File: config.mk
export PLATFORM = sky130hd
export DESIGN_NAME = debug_view_ctrl
export DESIGN_NICKNAME = d
export VERILOG_FILES = /design/src/rtl/debug_view_ctrl.sv
export SDC_FILE = /design/constraint.sdc
export NUM_CORES = 1
export LEC_CHECK = 0
export CORE_MARGIN = 1.5
export CORE_UTILIZATION = 30
export CTS_CLUSTER_SIZE = 30
export DETAILED_ROUTE_END_ITERATION = 16
export PLACE_DENSITY = 0.52
export SYNTH_ARGS = -nofsm -noshare
export SYNTH_HDL_FRONTEND = slang
export SYNTH_SLANG_ARGS = --single-unit
export TNS_END_PERCENT = 100
File: constraint.sdc
create_clock -name clk -period 10.9 [get_ports clk]
set_input_delay 2.18 -clock clk [delete_from_list [all_inputs] [get_ports clk]]
set_output_delay 2.18 -clock clk [all_outputs]
set_load 0.03 [all_outputs]
File: src/rtl/debug_view_ctrl.sv
// Debug display source selector: debounced index buttons with auto-repeat, debug read-port
// addressing for the register file and data memory, and a registered display word.
module debug_view_ctrl #(
    parameter int unsigned WIDTH         = 32,
    parameter int unsigned REG_W         = 5,
    parameter int unsigned ADDR_W        = 8,
    parameter int unsigned DB_CYCLES     = 1000000,
    parameter int unsigned HOLD_CYCLES   = 50000000,
    parameter int unsigned REPEAT_CYCLES = 10000000
) (
    input  logic              clk,
    input  logic              rst,
    input  logic              btn_inc,
    input  logic              btn_dec,
    input  logic [1:0]        sel,
    input  logic [WIDTH-1:0]  pc_in,
    input  logic [WIDTH-1:0]  status_in,
    output logic [REG_W-1:0]  reg_addr,
    input  logic [WIDTH-1:0]  reg_data,
    output logic [ADDR_W-1:0] mem_addr,
    input  logic [WIDTH-1:0]  mem_data,
    output logic [WIDTH-1:0]  data_display,
    output logic [7:0]        idx_out
);

    localparam int unsigned DB_W    = $clog2(DB_CYCLES + 1);
    localparam int unsigned TMR_MAX = (HOLD_CYCLES > REPEAT_CYCLES) ? HOLD_CYCLES : REPEAT_CYCLES;
    localparam int unsigned TMR_W   = $clog2(TMR_MAX + 1);

    typedef enum logic [1:0] {StIdle, StHold, StRepeat} rpt_state_e;

    // Bit 0 is the increment button, bit 1 the decrement button.
    logic [1:0] btn_raw;
    logic [1:0] sync1_q, sync2_q;
    logic [1:0] valid_q;
    logic [1:0] step;

    assign btn_raw = {btn_dec, btn_inc};

    always_ff @(posedge clk) begin
        if (rst) begin
            sync1_q <= '0;
            sync2_q <= '0;
            valid_q <= '0;
        end else begin
            sync1_q <= btn_raw;
            sync2_q <= sync1_q;
            valid_q <= {valid_q[0], 1'b1};
        end
    end

    for (genvar b = 0; b < 2; b++) begin : g_btn
        logic [DB_W-1:0]  db_cnt_q;
        logic             stable_q;
        logic             armed_q;
        logic [TMR_W-1:0] tmr_q, tmr_d;
        logic             step_b;
        rpt_state_e       state_q, state_d;

        // armed_q only sets once a real released level is seen, so a button held through
        // reset cannot produce a step until it is released and pressed again.
        always_ff @(posedge clk) begin
            if (rst) begin
                db_cnt_q <= '0;
                stable_q <= 1'b0;
                armed_q  <= 1'b0;
            end else begin
                if (sync2_q[b] == stable_q) begin
                    db_cnt_q <= '0;
                end else if (db_cnt_q == DB_W'(DB_CYCLES - 1)) begin
                    stable_q <= ~stable_q;
                    db_cnt_q <= '0;
                end else begin
                    db_cnt_q <= db_cnt_q + 1'b1;
                end
                if (valid_q[1] && !sync2_q[b] && !stable_q) begin
                    armed_q <= 1'b1;
                end
            end
        end

        always_ff @(posedge clk) begin
            if (rst) begin
                state_q <= StIdle;
                tmr_q   <= '0;
            end else begin
                state_q <= state_d;
                tmr_q   <= tmr_d;
            end
        end

        always_comb begin
            state_d = state_q;
            tmr_d   = tmr_q;
            step_b  = 1'b0;
            if (!stable_q) begin
                state_d = StIdle;
                tmr_d   = '0;
            end else begin
                case (state_q)
                    StIdle: begin
                        if (armed_q) begin
                            step_b  = 1'b1;
                            state_d = StHold;
                            tmr_d   = '0;
                        end
                    end
                    StHold: begin
                        if (tmr_q == TMR_W'(HOLD_CYCLES - 1)) begin
                            step_b  = 1'b1;
                            state_d = StRepeat;
                            tmr_d   = '0;
                        end else begin
                            tmr_d = tmr_q + 1'b1;
                        end
                    end
                    StRepeat: begin
                        if (tmr_q == TMR_W'(REPEAT_CYCLES - 1)) begin
                            step_b = 1'b1;
                            tmr_d  = '0;
                        end else begin
                            tmr_d = tmr_q + 1'b1;
                        end
                    end
                    default: state_d = StIdle;
                endcase
            end
        end

        assign step[b] = step_b;
    end

    logic [REG_W-1:0]  reg_idx_q, reg_idx_d;
    logic [ADDR_W-1:0] mem_idx_q, mem_idx_d;
    logic              move;

    assign move = step[0] ^ step[1];

    always_comb begin
        reg_idx_d = reg_idx_q;
        mem_idx_d = mem_idx_q;
        if (move) begin
            case (sel)
                2'b01:   reg_idx_d = step[0] ? reg_idx_q + 1'b1 : reg_idx_q - 1'b1;
                2'b10:   mem_idx_d = step[0] ? mem_idx_q + 1'b1 : mem_idx_q - 1'b1;
                default: ;
            endcase
        end
    end

    // stale_q covers the cycle where mem_data still belongs to the previous address;
    // entering memory mode is guarded combinationally for the same reason.
    logic       stale_q;
    logic       stale;
    logic [1:0] sel_q;
    logic [WIDTH-1:0] display_d;

    assign stale = stale_q || ((sel == 2'b10) && (sel_q != 2'b10));

    always_comb begin
        display_d = data_display;
        case (sel)
            2'b00:   display_d = pc_in;
            2'b01:   display_d = reg_data;
            2'b10:   if (!stale) display_d = mem_data;
            default: display_d = status_in;
        endcase
    end

    always_ff @(posedge clk) begin
        if (rst) begin
            reg_idx_q    <= '0;
            mem_idx_q    <= '0;
            stale_q      <= 1'b1;
            sel_q        <= 2'b00;
            data_display <= '0;
        end else begin
            reg_idx_q    <= reg_idx_d;
            mem_idx_q    <= mem_idx_d;
            stale_q      <= (mem_idx_d != mem_idx_q);
            sel_q        <= sel;
            data_display <= display_d;
        end
    end

    assign reg_addr = reg_idx_q;
    assign mem_addr = mem_idx_q;

    always_comb begin
        idx_out = '0;
        case (sel)
            2'b01:   idx_out[REG_W-1:0]  = reg_idx_q;
            2'b10:   idx_out[ADDR_W-1:0] = mem_idx_q;
            default: ;
        endcase
    end

endmodule

==> key figures, run 1 <==
Timing
  • Finish-stage setup viols: 0
  • RSZ-0062 raised after global routing: no
  • Final hold vios: 0
  • Final Cycle Share: 0.6510
  • Setup TNS: 0 ps
  • Layout Skew: 14.83 ps
  • Final Critical Period: 7096 ps
  • Max-slew headroom: 0.1468
  • FMAX: 140.9 MHz
  • Final max-slew violation count: 0
  • Worst-Margin Slew: 1268 ps

Worst setup path
  • Launch point of the worst reg-to-reg path: g_btn[0].tmr_q[0]$_SDFFE_PP0P_
  • Setup crit end kind: output pin
  • FF-to-FF setup slack: 6990 ps
  • Reg2reg end: mem_addr[7]$_SDFF_PP0_
  • CP Launch Type: input pin
  • CP required: 8720 ps
  • Worst-path fanout max: 44
  • Worst setup path category: input pin to output pin
  • CP arrival: 4920 ps
  • Reg2Reg Depth: 13

Place
  • Post-placement cell count: 1496
  • IO buf count: 186
  • Routability Congestion: 0.7953
  • Final HPWL DP: 16.49 mm

Routing
  • WL per Instance: 15.05 um
  • Via-to-Cell Ratio: 4.944
  • DRC: 0
  • Vias: 7554
  • WL final: 23.00 mm
  • Drt pass-1 iters: 6
  • ANT nets after route: 0
  • Detailed router's first-iteration violation count: 548

Final layout
  • Most common cell after layout, fill and taps aside: clkdlybuf4s50_1
  • Most frequent cells in the layout: clkdlybuf4s50_1 (185), nand2_1 (160), dfxtp_1 (154), nor2_1 (131), xor2_1 (58)
  • Final Non-Filler Cells: 1528
  • # nets final: 1338
  • Synth-to-layout area growth: 33.08%
  • Fillers: 2755
  • Share of cells above drive strength 1: 0.04802
  • ANT cells: 0

Hold path
  • Worst Hold Launch: valid_q[0]$_DFF_P_
  • Hold path endpoint: valid_q[1]$_SDFF_PP0_
  • Hold depth: 1
  • Worst hold path class: flop to flop

Synth
  • Yosys top cell by area: dfxtp_1
  • Synthesis Warnings: 0
  • Syn avg cell area: 8.080 um2
  • Synth cell types: 62
  • Post-synth EDFFs: 0
  • Synth top area cells: dfxtp_1 (38%), nand2_1 (7.3%), xor2_1 (6.2%), nor2_1 (6.0%), ha_1 (4.3%)
  • #FFs+latches synth: 154
  • Sequential-to-total area share from yosys stat: 0.3770
  • Mapped Cells: 1012
  • Synth top area share: 0.3770
  • Synthesized cell area: 8177 um2
  • Syn nets: 1176
  • Top FF cell, synth: dfxtp_1
  • FFs w/ async S/R, synth: 0

Global route
  • Total gr overflow: 0
  • Initial antenna violation count: 1
  • First-pass GRT wire length: 37.18 mm
  • Pin count of the biggest net entering global routing: 65
  • Vias in the first global route: 7139
  • GRT Total Usage: 0.1640

Clocking
  • CTS tree: done
  • CTS clk-pin slew, worst paths: 60 ps
  • Clk buf depth: 2
  • CTS-repair resized insts: 0
  • Cts hold-fix bufs: 0
  • H-tree depth: 4
  • Cts bufs inserted: 17
  • Sink Count: 154
  • Post-CTS Setup Bufs: 0
  • Clk_lat worst skew: 430 ps
  • Root Driver: clkbuf_16

Flow run
  • Max cap viols: 0

Die
  • Die area: 28250 um2
  • Die X: 168.1 um
  • Initial Utilization: 0.3042
  • Die height: 168.1 um
  • Top Ports: 187
  • Core area: 26880 um2
  • FP Rows: 60

Pwr
  • Pwr/cell area: 119.5 nW/um2
  • Leakage: 3.723 nW
  • VDD IR max: 0.0001062 V

Outcome
  • Status: complete, no violations
area by class of cell:
cell class / count / area (um2) / area share
multi-input combinational: 783 / 4810 / 0.4420
sequential: 154 / 3083 / 0.2833
timing repair buffer: 193 / 1909 / 0.1755
clock buffer: 18 / 429.2 / 0.03944
tap: 341 / 426.7 / 0.03921
clock inverter: 14 / 130.1 / 0.01196
inverter: 25 / 93.84 / 0.008624
synth_stat cells, drive strengths merged (15+ instances only):
master and count:
and3 15, clkbuf 40, xnor2 34, xor2 58
nor2b 18, nor2 131, a21oi 55, nand2 160
nand3 39, dfxtp 154, inv 25, ha 28
o21ai 43, nor3 21, nand4 34, a222oi 32
kinds of logic after synthesis:
kind of cell,after synthesis,synth area share
AOI/OAI and AO/OA,164,0.1325
xor gates and xnor gates,93,0.1015
and+or+nand+nor,476,0.2782
buffers and inverters,75,0.03627
DFF,154,0.3770
muxes,20,0.02678
adders and majority gates,30,0.04774
how the worst max path moves through the flow:
stage	depth (start not counted)	to	from
floorplan	6	idx_out[3]	sel[1]
global placement	6	idx_out[5]	sel[0]
detailed placement	6	idx_out[5]	sel[0]
CTS	6	idx_out[5]	sel[0]
global route	6	idx_out[5]	sel[0]
finish	6	idx_out[5]	sel[0]
worst max-delay path, stage by stage:
cell,delay [ps]
clkdlybuf4s50_1,460
inv_1,130
ha_2,840
inv_1,250
nor2_1,320
clkdlybuf4s50_1,730
flip-flops by register name, summed over array words and instances (netlist names):
register,count
g_btn.stable_q,2
mem_addr,8
g_btn.db_cnt_q,40
stale_q,1
valid_q,2
sel_q,2
sync2_q,2
reg_addr,5
sync1_q,2
g_btn.state_q,4
g_btn.tmr_q,52
g_btn.armed_q,2
data_display,32
report_power, final:
group / internal, W / switching (W)
logic: 0.0000779 / 0.0000714
registers: 0.000574 / 0.00000624
clock network: 0.000302 / 0.000269
layer usage:
metal | up-vias | wire length (um) | track usage
met1 | 3474 | 10720 | 0.2085
li1 | 3891 | - | -
met3 | 17 | 1294 | 0.04584
met5 | - | 13 | 0
met4 | 2 | 182 | 0.03960
met2 | 170 | 10790 | 0.2746
through the flow:
step / setup slack, ps / hold WS (ps) / instance area, um2 / total power [W] / utilization
final: 3804 / 433.9 / 10880 / 0.001300 / 0.4049
after global routing: 3628 / 440.2 / 10880 / 0.001360 / 0.4049
after CTS: 3811 / 435.7 / 10880 / 0.001321 / 0.4049
after detailed placement: 3813 / 425.1 / 10320 / 0.0007430 / 0.3841
after global placement: 3833 / 418.6 / 10320 / 0.0007431 / 0.3841
after floorplan: 5092 / 412.9 / 8177 / 0.0006592 / -
Power figures use the tool's default switching activity.
==> inputs of run 2 (changes only) <==
Clock period 10.9 ns to 6.65 ns, I/O delays scaled along.
==> key figures, run 2 (synthesis results as in run 1) <==
Routing
  • Via-to-Cell Ratio: 4.973 (+0.60%)
  • WL per Instance: 15.18 um (+0.85%)
  • Drt pass-1 iters: 7 (+1)
  • WL final: 23.22 mm (+0.98%)
  • DRC: 0 (unchanged)
  • ANT nets after route: 0 (unchanged)
  • Vias: 7609 (+0.73%)
  • Detailed router's first-iteration violation count: 640 (+17%)

Timing
  • Finish-stage setup viols: 0 (unchanged)
  • Max-slew headroom: 0.3344 (+0.1876)
  • Final hold vios: 0 (unchanged)
  • Setup TNS: 0 ps (unchanged)
  • Final max-slew violation count: 0 (unchanged)
  • Final Critical Period: 5149 ps
  • RSZ-0062 raised after global routing: no
  • Layout Skew: 14.69 ps (-0.1374 ps)
  • FMAX: 194.2 MHz
  • Final Cycle Share: 0.7743
  • Hold_ws: 441.3 ps (+7.364 ps)
  • Worst-Margin Slew: 998.4 ps (-269.7 ps)

Clocking
  • Post-CTS Setup Bufs: 0 (unchanged)
  • H-tree depth: 4 (unchanged)
  • Cts bufs inserted: 17 (unchanged)
  • Root Driver: clkbuf_16
  • Cts hold-fix bufs: 0 (unchanged)
  • CTS tree: done
  • Clk buf depth: 2 (unchanged)
  • Clk_lat worst skew: 440 ps (about the same)
  • Sink Count: 154 (unchanged)
  • CTS-repair resized insts: 0 (unchanged)
  • CTS clk-pin slew, worst paths: 60 ps (about the same)

Final layout
  • Share of cells above drive strength 1: 0.04962 (+0.001601)
  • Biggest register: g_btn.tmr_q
  • Synth-to-layout area growth: 33.96%
  • # nets final: 1341 (+0.22%)
  • Most frequent cells in the layout: clkdlybuf4s50_1 (185), nand2_1 (160), dfxtp_1 (154), nor2_1 (131), xor2_1 (58)
  • Max reg flops: 52 (unchanged)
  • ANT cells: 0 (unchanged)
  • Most common cell after layout, fill and taps aside: clkdlybuf4s50_1
  • Largest regs: g_btn.tmr_q: 52 flops, g_btn.db_cnt_q: 40 flops, data_display: 32 flops

Outcome
  • Status: complete, no violations

Global route
  • Vias in the first global route: 7291 (+2.1%)
  • First-pass GRT wire length: 37.90 mm (+1.9%)
  • GRT Total Usage: 0.1668 (+0.002869)
  • Total gr overflow: 0 (unchanged)
  • Pin count of the biggest net entering global routing: 65 (unchanged)
  • Initial antenna violation count: 0 (-1)

Die
  • Die height: 168.1 um (unchanged)
  • Core area: 26880 um2 (unchanged)
  • Top Ports: 187 (unchanged)
  • Initial Utilization: 0.3042 (unchanged)
  • Die area: 28250 um2 (unchanged)
  • FP Rows: 60 (unchanged)
  • Die X: 168.1 um (unchanged)

Worst setup path
  • CP required: 5320 ps (-3400 ps)
  • Worst-path fanout max: 27 (-39%)
  • Reg2Reg Depth: 13 (unchanged)
  • CP arrival: 3820 ps (-1100 ps)
  • CP Launch Type: input pin
  • Worst setup path category: input pin to output pin
  • Setup crit end kind: output pin

Place
  • IO buf count: 186 (unchanged)
  • Final HPWL DP: 16.49 mm (about the same)
  • Routability Congestion: 0.7938 (-0.19%)

Pwr
  • Leakage: 3.751 nW (+0.75%)
  • Pwr/cell area: 203.3 nW/um2 (+70%)
  • VDD IR max: 0.0001616 V (+52%)

Hold path
  • Worst hold path class: flop to flop
  • Hold depth: 1 (unchanged)

Flow run
  • Max cap viols: 0 (unchanged)
==> run 2: cell count changes in the layout (fill, tap and decap cells not counted), sizes merged <==
cell,before,now
buf,8,11
bufinv,0,3
clkbuf,18,17
clkinv,4,0
clkinvlp,1,4
inv,34,32
==> run 2: per-layer routing <==
layer	wire length [um]	share of wire	vias to the layer above	GRT usage
li1	-	-	3894	-
met1	10860	0.47	3529	0.2114
met2	10810	0.47	164	0.2786
met3	1291	0.056	22	0.04513
met4	257	0.011	0	0.04658
met5	0	0	-	0
==> run 2: power by group <==
part | leakage (nW) | switching (W) | internal (W)
Sequential | 1.25 | 0.0000103 | 0.000941
Combinational | 2.22 | 0.000117 | 0.000128
Clock | 0.287 | 0.000431 | 0.000599
Total | 3.75 | 0.000559 | 0.00167
==> run 2: critical path, cell delays in order <==
cell	delay (ps)
clkdlybuf4s50_1	460
inv_1	130
ha_2	640
inv_1	220
nor2_1	300
clkdlybuf4s50_1	730
==> run 2: final cells by class <==
class                   count  area, um2
clock buffers              17      425.4
clock inverters            14      186.4
fillers                  2757      15920
inverters                  25      93.84
multi-input cells         783       4806
flip-flops and latches    154       3083
well taps                 341      426.7
repair buffers            196       1932
==> run 2: final timing paths <==
path | startpoint | to | slack [ps]
max | sel[0] | idx_out[5] | 1500
min | valid_q[0]$_DFF_P_ | valid_q[1]$_SDFF_PP0_ | 440
max reg2reg | g_btn[0].tmr_q[0]$_SDFFE_PP0P_ | mem_addr[7]$_SDFF_PP0_ | 2770
min reg2reg | valid_q[0]$_DFF_P_ | valid_q[1]$_SDFF_PP0_ | 440
==> run 2: metrics by stage <==
stage	setup slack [ps]	instance area, um2	total power [W]	utilization	cells
global route	1359	10950	0.002319	0.4075	1530
global placement	1546	10340	0.001218	0.3848	1499
finish	1501	10950	0.002227	0.4075	1530
detailed placement	1517	10340	0.001218	0.3848	1499
CTS	1504	10950	0.002259	0.4075	1530
floorplan	2542	8177	0.001080	-	1012
